**src/rtl/bram_port_arbiter_pkg.sv**
```systemverilog
// Shared types and constants for the two-master BRAM port arbiter.
package bram_port_arbiter_pkg;

  localparam int XLEN = 32;

  typedef enum logic [1:0] {
    ARB_IDLE = 2'd0,
    ARB_OWN0 = 2'd1,
    ARB_OWN1 = 2'd2
  } arb_state_t;

  function automatic arb_state_t own_state(input logic id);
    return id ? ARB_OWN1 : ARB_OWN0;
  endfunction

endpackage

```
**src/rtl/bram_port_arbiter_if.sv**
```systemverilog
// Memory request/response bundle; lock is only meaningful on the master side of the arbiter.
interface bram_port_arbiter_if #(
  parameter int ADDR_W = 32,
  parameter int DATA_W = 32
) ();
  logic              mem_req;
  logic              mem_we;
  logic [ADDR_W-1:0] mem_addr;
  logic [DATA_W-1:0] mem_wdata;
  logic              mem_lock;
  logic [DATA_W-1:0] mem_rdata;
  logic              mem_ready;

  modport master (
    output mem_req, mem_we, mem_addr, mem_wdata, mem_lock,
    input  mem_rdata, mem_ready
  );

  modport slave (
    input  mem_req, mem_we, mem_addr, mem_wdata, mem_lock,
    output mem_rdata, mem_ready
  );
endinterface

```
**src/rtl/bram_port_arbiter_rr2_pick.sv**
```systemverilog
// Two-way round-robin pick: on a tie the master that did not win last time goes next.
module bram_port_arbiter_rr2_pick (
  input  logic i_req0,
  input  logic i_req1,
  input  logic i_last,
  output logic o_valid,
  output logic o_id
);
  assign o_valid = i_req0 | i_req1;
  assign o_id    = (i_req0 & i_req1) ? ~i_last : i_req1;
endmodule

```
**src/rtl/bram_port_arbiter.sv**
```systemverilog
// Shares one BRAM port between two masters; grant is registered and parks on the last owner.
module bram_port_arbiter
  import bram_port_arbiter_pkg::*;
#(
  parameter int ADDR_W   = XLEN,
  parameter int DATA_W   = XLEN,
  parameter int LOCK_MAX = 8
) (
  input logic                clk,
  input logic                rst,
  bram_port_arbiter_if.slave  m0,
  bram_port_arbiter_if.slave  m1,
  bram_port_arbiter_if.master s
);
  localparam int HC_W = $clog2(LOCK_MAX + 1);
  localparam logic [HC_W-1:0] HOLD_LAST = HC_W'(LOCK_MAX - 1);

  arb_state_t      r_state;
  arb_state_t      w_state_next;
  logic            r_last;
  logic            w_last_next;
  logic [HC_W-1:0] r_hold_cnt;
  logic [HC_W-1:0] w_hold_next;

  logic w_pick_valid;
  logic w_pick_id;
  logic w_owner_id;
  logic w_own_req;
  logic w_own_lock;
  logic w_oth_req;
  logic w_busy;

  logic              w_fwd_req;
  logic              w_fwd_we;
  logic [ADDR_W-1:0] w_fwd_addr;
  logic [DATA_W-1:0] w_fwd_wdata;

  bram_port_arbiter_rr2_pick u_pick (
    .i_req0  (m0.mem_req),
    .i_req1  (m1.mem_req),
    .i_last  (r_last),
    .o_valid (w_pick_valid),
    .o_id    (w_pick_id)
  );

  assign w_owner_id = (r_state == ARB_OWN1);
  assign w_own_req  = w_owner_id ? m1.mem_req  : m0.mem_req;
  assign w_own_lock = w_owner_id ? m1.mem_lock : m0.mem_lock;
  assign w_oth_req  = w_owner_id ? m0.mem_req  : m1.mem_req;
  assign w_busy     = w_own_req & ~s.mem_ready;

  always_comb begin
    w_state_next = r_state;
    w_last_next  = r_last;
    w_hold_next  = r_hold_cnt;
    case (r_state)
      ARB_IDLE: begin
        w_hold_next = '0;
        if (w_pick_valid) begin
          w_state_next = own_state(w_pick_id);
          w_last_next  = w_pick_id;
        end
      end
      ARB_OWN0, ARB_OWN1: begin
        // A stalled owner keeps everything frozen; lock only delays the hand-over.
        if (w_busy) begin
          w_state_next = r_state;
        end else if (w_oth_req && (!w_own_lock || r_hold_cnt == HOLD_LAST)) begin
          w_state_next = own_state(~w_owner_id);
          w_last_next  = ~w_owner_id;
          w_hold_next  = '0;
        end else if (w_oth_req) begin
          w_hold_next = r_hold_cnt + 1'b1;
        end else begin
          w_hold_next = '0;
        end
      end
      default: begin
        w_state_next = ARB_IDLE;
        w_hold_next  = '0;
      end
    endcase
  end

  always_ff @(posedge clk) begin
    if (rst) begin
      r_state    <= ARB_IDLE;
      r_last     <= 1'b1;
      r_hold_cnt <= '0;
    end else begin
      r_state    <= w_state_next;
      r_last     <= w_last_next;
      r_hold_cnt <= w_hold_next;
    end
  end

  always_comb begin
    w_fwd_req    = 1'b0;
    w_fwd_we     = 1'b0;
    w_fwd_addr   = '0;
    w_fwd_wdata  = '0;
    m0.mem_rdata = '0;
    m0.mem_ready = 1'b0;
    m1.mem_rdata = '0;
    m1.mem_ready = 1'b0;
    if (r_state == ARB_OWN0) begin
      w_fwd_req    = m0.mem_req;
      w_fwd_we     = m0.mem_we;
      w_fwd_addr   = m0.mem_addr;
      w_fwd_wdata  = m0.mem_wdata;
      m0.mem_rdata = s.mem_rdata;
      m0.mem_ready = s.mem_ready & m0.mem_req;
    end else if (r_state == ARB_OWN1) begin
      w_fwd_req    = m1.mem_req;
      w_fwd_we     = m1.mem_we;
      w_fwd_addr   = m1.mem_addr;
      w_fwd_wdata  = m1.mem_wdata;
      m1.mem_rdata = s.mem_rdata;
      m1.mem_ready = s.mem_ready & m1.mem_req;
    end
  end

  assign s.mem_req   = w_fwd_req;
  assign s.mem_we    = w_fwd_we;
  assign s.mem_addr  = w_fwd_addr;
  assign s.mem_wdata = w_fwd_wdata;
  assign s.mem_lock  = 1'b0;

endmodule

```
**src/flat_wrapper.sv**
```systemverilog
// flat-port wrapper written by rule: the top's interface ports become plain ports
module bram_port_arbiter_flat import bram_port_arbiter_pkg::*;
#(
  parameter int ADDR_W   = XLEN,
  parameter int DATA_W   = XLEN,
  parameter int LOCK_MAX = 8
)
  (clk, rst, m0_mem_req, m0_mem_we, m0_mem_addr, m0_mem_wdata, m0_mem_lock, m0_mem_rdata, m0_mem_ready, m1_mem_req, m1_mem_we, m1_mem_addr, m1_mem_wdata, m1_mem_lock, m1_mem_rdata, m1_mem_ready, s_mem_req, s_mem_we, s_mem_addr, s_mem_wdata, s_mem_lock, s_mem_rdata, s_mem_ready);
  bram_port_arbiter_if #(.ADDR_W(ADDR_W), .DATA_W(DATA_W)) m0_i ();
  bram_port_arbiter_if #(.ADDR_W(ADDR_W), .DATA_W(DATA_W)) m1_i ();
  bram_port_arbiter_if #(.ADDR_W(ADDR_W), .DATA_W(DATA_W)) s_i ();
  input logic clk;
  input logic rst;
  input wire logic [$bits(m0_i.mem_req)-1:0] m0_mem_req;
  input wire logic [$bits(m0_i.mem_we)-1:0] m0_mem_we;
  input wire logic [$bits(m0_i.mem_addr)-1:0] m0_mem_addr;
  input wire logic [$bits(m0_i.mem_wdata)-1:0] m0_mem_wdata;
  input wire logic [$bits(m0_i.mem_lock)-1:0] m0_mem_lock;
  output wire logic [$bits(m0_i.mem_rdata)-1:0] m0_mem_rdata;
  output wire logic [$bits(m0_i.mem_ready)-1:0] m0_mem_ready;
  input wire logic [$bits(m1_i.mem_req)-1:0] m1_mem_req;
  input wire logic [$bits(m1_i.mem_we)-1:0] m1_mem_we;
  input wire logic [$bits(m1_i.mem_addr)-1:0] m1_mem_addr;
  input wire logic [$bits(m1_i.mem_wdata)-1:0] m1_mem_wdata;
  input wire logic [$bits(m1_i.mem_lock)-1:0] m1_mem_lock;
  output wire logic [$bits(m1_i.mem_rdata)-1:0] m1_mem_rdata;
  output wire logic [$bits(m1_i.mem_ready)-1:0] m1_mem_ready;
  output wire logic [$bits(s_i.mem_req)-1:0] s_mem_req;
  output wire logic [$bits(s_i.mem_we)-1:0] s_mem_we;
  output wire logic [$bits(s_i.mem_addr)-1:0] s_mem_addr;
  output wire logic [$bits(s_i.mem_wdata)-1:0] s_mem_wdata;
  output wire logic [$bits(s_i.mem_lock)-1:0] s_mem_lock;
  input wire logic [$bits(s_i.mem_rdata)-1:0] s_mem_rdata;
  input wire logic [$bits(s_i.mem_ready)-1:0] s_mem_ready;
  assign m0_i.mem_req = m0_mem_req;
  assign m0_i.mem_we = m0_mem_we;
  assign m0_i.mem_addr = m0_mem_addr;
  assign m0_i.mem_wdata = m0_mem_wdata;
  assign m0_i.mem_lock = m0_mem_lock;
  assign m0_mem_rdata = m0_i.mem_rdata;
  assign m0_mem_ready = m0_i.mem_ready;
  assign m1_i.mem_req = m1_mem_req;
  assign m1_i.mem_we = m1_mem_we;
  assign m1_i.mem_addr = m1_mem_addr;
  assign m1_i.mem_wdata = m1_mem_wdata;
  assign m1_i.mem_lock = m1_mem_lock;
  assign m1_mem_rdata = m1_i.mem_rdata;
  assign m1_mem_ready = m1_i.mem_ready;
  assign s_mem_req = s_i.mem_req;
  assign s_mem_we = s_i.mem_we;
  assign s_mem_addr = s_i.mem_addr;
  assign s_mem_wdata = s_i.mem_wdata;
  assign s_mem_lock = s_i.mem_lock;
  assign s_i.mem_rdata = s_mem_rdata;
  assign s_i.mem_ready = s_mem_ready;
  bram_port_arbiter #(.ADDR_W(ADDR_W), .DATA_W(DATA_W), .LOCK_MAX(LOCK_MAX)) u_core (.clk(clk), .rst(rst), .m0(m0_i), .m1(m1_i), .s(s_i));
endmodule
```
**config.mk**
```make
export PLATFORM = sky130hd
export DESIGN_NAME = bram_port_arbiter_flat
export DESIGN_NICKNAME = d
export VERILOG_FILES = /design/src/rtl/bram_port_arbiter_pkg.sv /design/src/rtl/bram_port_arbiter_if.sv /design/src/rtl/bram_port_arbiter_rr2_pick.sv /design/src/rtl/bram_port_arbiter.sv /design/src/flat_wrapper.sv
export SDC_FILE = /design/constraint.sdc
export NUM_CORES = 1
export LEC_CHECK = 0
export CELL_PAD_IN_SITES_DETAIL_PLACEMENT = 0
export CELL_PAD_IN_SITES_GLOBAL_PLACEMENT = 1
export CORE_UTILIZATION = 12
export CTS_CLUSTER_DIAMETER = 60
export DETAILED_ROUTE_END_ITERATION = 10
export PLACE_DENSITY = 0.92
export SETUP_SLACK_MARGIN = 0.15
export SYNTH_ARGS = -nofsm -noshare
export SYNTH_HDL_FRONTEND = slang
export SYNTH_SLANG_ARGS = --single-unit
```
**constraint.sdc**
```tcl
create_clock -name clk -period 2 [get_ports clk]
set_clock_uncertainty 0.1 [all_clocks]
set_input_delay 0.4 -clock clk [delete_from_list [all_inputs] [get_ports clk]]
set_output_delay 0.4 -clock clk [all_outputs]
set_load 0.03 [all_outputs]
```
# Yosys cells after proc, flatten, opt, wreduce, memory -nomap -nowiden
# Cells that the tools add are included.
# totals
out_inout_bits	133
elab_cells	58
reg_bits	7
input_bits	169
# op_classes
n_addsub	1
n_mux	30
n_reduce_logical	9
bitwise_logic	9
n_eq_ne	6
# ops
cell	n
$mux W32	7
$mux W1	14
$mux W2	5
$mux W4	2
$add A4 B1 Y4 const B	1
$and A1 B1 Y1	4
$eq A4 B3 Y1 const B	1
$ne A2 B2 Y1 const B	2
$not A1 Y1	4
$pmux W2 S2	1
$reduce_and A4 Y1	1
$reduce_or A2 Y1	2
$reduce_and A3 Y1	1
$eq A2 B1 Y1 const B	1
$eq A2 B2 Y1 const B	1
$logic_not A2 Y1	1
$ne A2 B1 Y1 const B	1
$pmux W1 S2	1
$reduce_bool A2 Y1	1
$logic_and A1 B1 Y1	1
$logic_not A1 Y1	1
$logic_or A1 B1 Y1	1
$or A1 B1 Y1	1

# Logic depth before layout (Yosys ltp)
# logic_depth
depth_word	8
mapped_depth	7
mapped_depth_nobuf	6

# By module
# A second synthesis with hierarchy kept.
# hier_totals
cells_unflattened	357
hier_area_um2	1926.8
# by_module_without_submodules
mod	n_inst	area_per_inst_um2	seq_area_each_um2	cells_per_inst
bram_port_arbiter	1	1913.1	140.1	355
bram_port_arbiter_rr2_pick	1	13.8	0.0	2

# Worst setup path before layout
# No wires, ideal clock.
# synth_path
path_type	register to output
from	register u_core.r_state[1]
to	output port m1_mem_ready
slack_ps	-378
stages_incl_launch_ff	7
required_ps	1500
n_path_buf	3
arrival_time_ps	1878
cell_sequence	dfxtp_1 inv_1 ha_1 buf_2 clkbuf_1 buf_2 nor3b_1
# synth_via
elab_chain_cells	3
elab_cells_between_ends	4
classes_between	2 x eq/ne; 2 x mux
# synth_rtl
element	line	source
from (decl)	bram_port_arbiter.sv:18	arb_state_t r_state;
from (signal assigned)	bram_port_arbiter.sv:91	r_state <= w_state_next;
$eq A2 B2 Y1	bram_port_arbiter.sv:113	end else if (r_state == ARB_OWN1) begin
$mux W1	bram_port_arbiter.sv:113	
$mux W1 (*)	bram_port_arbiter.sv:106	if (r_state == ARB_OWN0) begin
to (decl)	flat_wrapper.sv:27	output wire logic [$bits(m1_i.mem_ready)-1:0] m1_mem_ready;
# Every way passes the cells marked *; elsewhere a longest branch is shown, timed or not.

# Final worst setup path
# layout_path
from	register u_core.r_state[0]
to	output port s_mem_wdata[30]
# layout_via
elab_chain_cells	3
elab_cells_between_ends	4
classes_between	2 x eq/ne; 2 x mux
# layout_rtl
element	line	source
$eq A2 B2 Y1	bram_port_arbiter.sv:113	
$mux W32	bram_port_arbiter.sv:113	
$mux W32 (*)	bram_port_arbiter.sv:106	
to (decl)	flat_wrapper.sv:31	output wire logic [$bits(s_i.mem_wdata)-1:0] s_mem_wdata;
# Marked as above.

==> metrics.md <==
| Metric | Value |
|---|---|
| Synth Instances | 346 |
| Max Slew Vio Count | 0 |
| CTS clk-pin slew, worst paths | around 0.040 ns |
| Synth Warn # | 0 |
| GRT Overall Usage | about 15% |
| Critical path launch point type | register |
| Syn_area_per_cell | 5.43 um^2 |
| Final WL | 12.9 mm |
| Req. time, crit path | ~1.5 ns |
| Power Total | about 8.3 mW |
| Achievable Freq | 473 MHz |
| Initial core utilization | 12.3% |
| Sw frac | about half |
| # rows | 45 |
| Total grt overflow | 0 |
| Psw | just over 4 mW |
| P&R area growth vs syn | 283% |
| Clk_lat worst skew | about 0.23 ns |
| Vias per inst | 4.03 |
| DR vias | ~3600 |
| Largest area contributor in the netlist | nand2_1 |
| Synthesized cell area | between 1500 and 2000 um^2 |
| Setup slack on the worst flop-to-flop path | approximately 0.13 ns |
| Sequential share of power | approximately 2.5% |
| Worst Hold Class | register to register |
| PortBufs | 300 |
| 1st-iter DRT viols | around 110 |
| Net Count, Synth | 520 |
| First-pass GRT wire length | about 19 mm |
| Antenna violations before repair | 1 |
| Async SR Flop Fraction | 0% |
| Worst vdd rail ir drop | 596 uV |
| Max-cap viol count | 0 |
| Clk buf depth | 2 |
| CP Data Arrival Time | between 1.5 and 2 ns |
| H-tree levels | 1 |
| Period utilisation layout | 106% |
| Final ANT Viol Nets | 0 |
| Cts hold-fix bufs | 0 |
| Post-synth top flop | dfxtp_1 |
| Final Hold Fails | 0 |
| Die height | ~130 um |
| PnR worst setup slack | -0.113 ns |
| Power Density | 1150 nW/um^2 |
| Vias in the first global route | about 3600 |
| Comb power frac | between 90 and 100% |
| CP max FO | 14 |
| Int Pwr | 4.22 mW |
| Post-synth EDFFs | 0 |
| Setup CP Type | register to output port |
| Total CTS buffers | 3 |
| Core area | 15300 um^2 |
| Post-synth top cells | 126 x nand2_1, 68 x o21ai_0, 64 x and2_1, 19 x clkbuf_1, 8 x buf_2 |
| RSZ-0062 raised after global routing | yes |
| Clock share of power | under 10% |
| Die footprint | around 16000 um^2 |
| WL per Instance | roughly 14 um |
| Synth top area share | between 20 and 30% |
| Leakage | between 2 and 3 nW |
| Largest net degree at the start of global routing | 33 |
| Drt first pass iters | 4 |
| FF+latch count, synth | 7 |
| Seq/Total Area, Yosys | ~7.5% |
| Top post-synthesis cells by area | nand2_1 25%, and2_1 21%, o21ai_0 18% |
| Drc violations | 0 |
| I/O pin count | 302 |
| Setup violations, final | 94 |
| DP HPWL | approximately 9.5 mm |
| Most common cell in the netlist | nand2_1 |
| Synth unique cells | 34 |
| Final GP Congestion | between 0.7 and 0.8 |
| Outcome | finished with violations |
| Ratio of cells with drive above 1 in the final layout | between 50% and 60% |
| CTS tree | built |
| Min cycle time layout | ~2.1 ns |
| NumNets Final | 856 |
| Root Driver | clkbuf_16 |
| Die X | ~130 um |
| Pre-CTS setup slack | -0.0679 ns |
| Failing checks | setup timing |
| Crit. End Element | output port |
| Sink Count | 7 |
==> layout make-up <==
cell class	instances	area (um^2)
Fill cell	1421	8060
Antenna cell	1	2.50
Inverter	2	7.51
Tap cell	211	264
Sequential cell	7	148
Clock buffer	4	78.8
Multi-Input combinational cell	308	2710
Timing Repair Buffer	360	3990
==> path summary, 6_finish.rpt <==
path / depth (start not counted) / end / from
worst max-delay path: 7 / s_mem_wdata[30] / u_core.r_state[0]$_SDFFE_PP0P_
worst min-delay path: 2 / u_core.r_hold_cnt[1]$_SDFFE_PP0N_ / u_core.r_hold_cnt[1]$_SDFFE_PP0N_
worst max register to register: 7 / u_core.r_state[1]$_SDFFE_PP0P_ / u_core.r_state[0]$_SDFFE_PP0P_
worst min register to register: 2 / u_core.r_hold_cnt[1]$_SDFFE_PP0N_ / u_core.r_hold_cnt[1]$_SDFFE_PP0N_
==> cells in the final DEF, fill, tap and decap left out, types with 5 or more instances in the layout <==
cell	n
nor2_1	5
and2_1	5
nand2_4	14
buf_6	83
buf_16	12
nand2_2	32
dfxtp_1	5
buf_4	72
and2_2	32
clkdlybuf4s50_1	166
a21oi_1	6
o21ai_0	6
buf_12	21
nand2_1	80
and2_4	27
o21ai_4	62
==> worst max-delay path, stage by stage (launching register included) <==
cell and delay [ns]:
dfxtp_4 0.35, buf_6 0.09, ha_4 0.17, buf_12 0.17, nor2b_1 0.06, buf_4 0.16
a22o_2 0.23, buf_6 0.14
==> timing repair <==
action | in CTS | in global routing
pin swaps | 7 | 0
cloned | 11 | 0
gates resized for setup | 141 | 51
setup buffers | 17 | 0
endpoints found under the setup margin | 134 | 138
==> layer usage <==
metal | vias up | global-route usage, % | wire, um
met1 | 1655 | 17.7 | 5040
met3 | 9 | 2.09 | 748
li1 | 1800 | - | -
met2 | 134 | 29.3 | 7030
met4 | 0 | 1.96 | 94
met5 | - | 0 | 0
==> through the flow <==
step                      instances  util (%)  area (um^2)  hold slack, ns  TNS, ns
after CTS                       892      46.0         7020           0.375    -4.20
after floorplan                 346         -         2720           0.349        0
after global routing            892      47.1         7190           0.417   -12.49
after global placement          860      39.1         5970           0.364   -0.193
after detailed placement        860      39.1         5970           0.370   -0.139
final                           893      47.2         7190           0.368    -4.26
==> kinds of logic after synthesis <==
family | Yosys count | synth area share (%)
buffers and inverters | 31 | 6.92
AND/OR/NAND/NOR | 210 | 52.5
adder cells (fa/ha/maj) | 5 | 3.33
other | 1 | 0.200
XOR/XNOR | 2 | 0.932
AO/OA/AOI/OAI | 83 | 24.4
flip-flops | 7 | 7.46
multiplexers | 7 | 4.26
==> registers in the layout, indices dropped and copies added, names as in the netlist <==
name and count:
u_core.r_state 2, u_core.r_last 1, u_core.r_hold_cnt 4
==> power groups by stage <==
stage	Sequential, mW	Combinational, mW	Clock (mW)
6_report	0.207	7.72	0.344
5_1_grt	0.213	8.09	0.359
4_1_cts	0.204	7.56	0.354
3_5_place_dp	0.192	6.05	0
3_3_place_gp	0.190	6.01	0
2_1_floorplan	0.189	3.73	0
No activity file was read; power rests on OpenSTA's default activity.
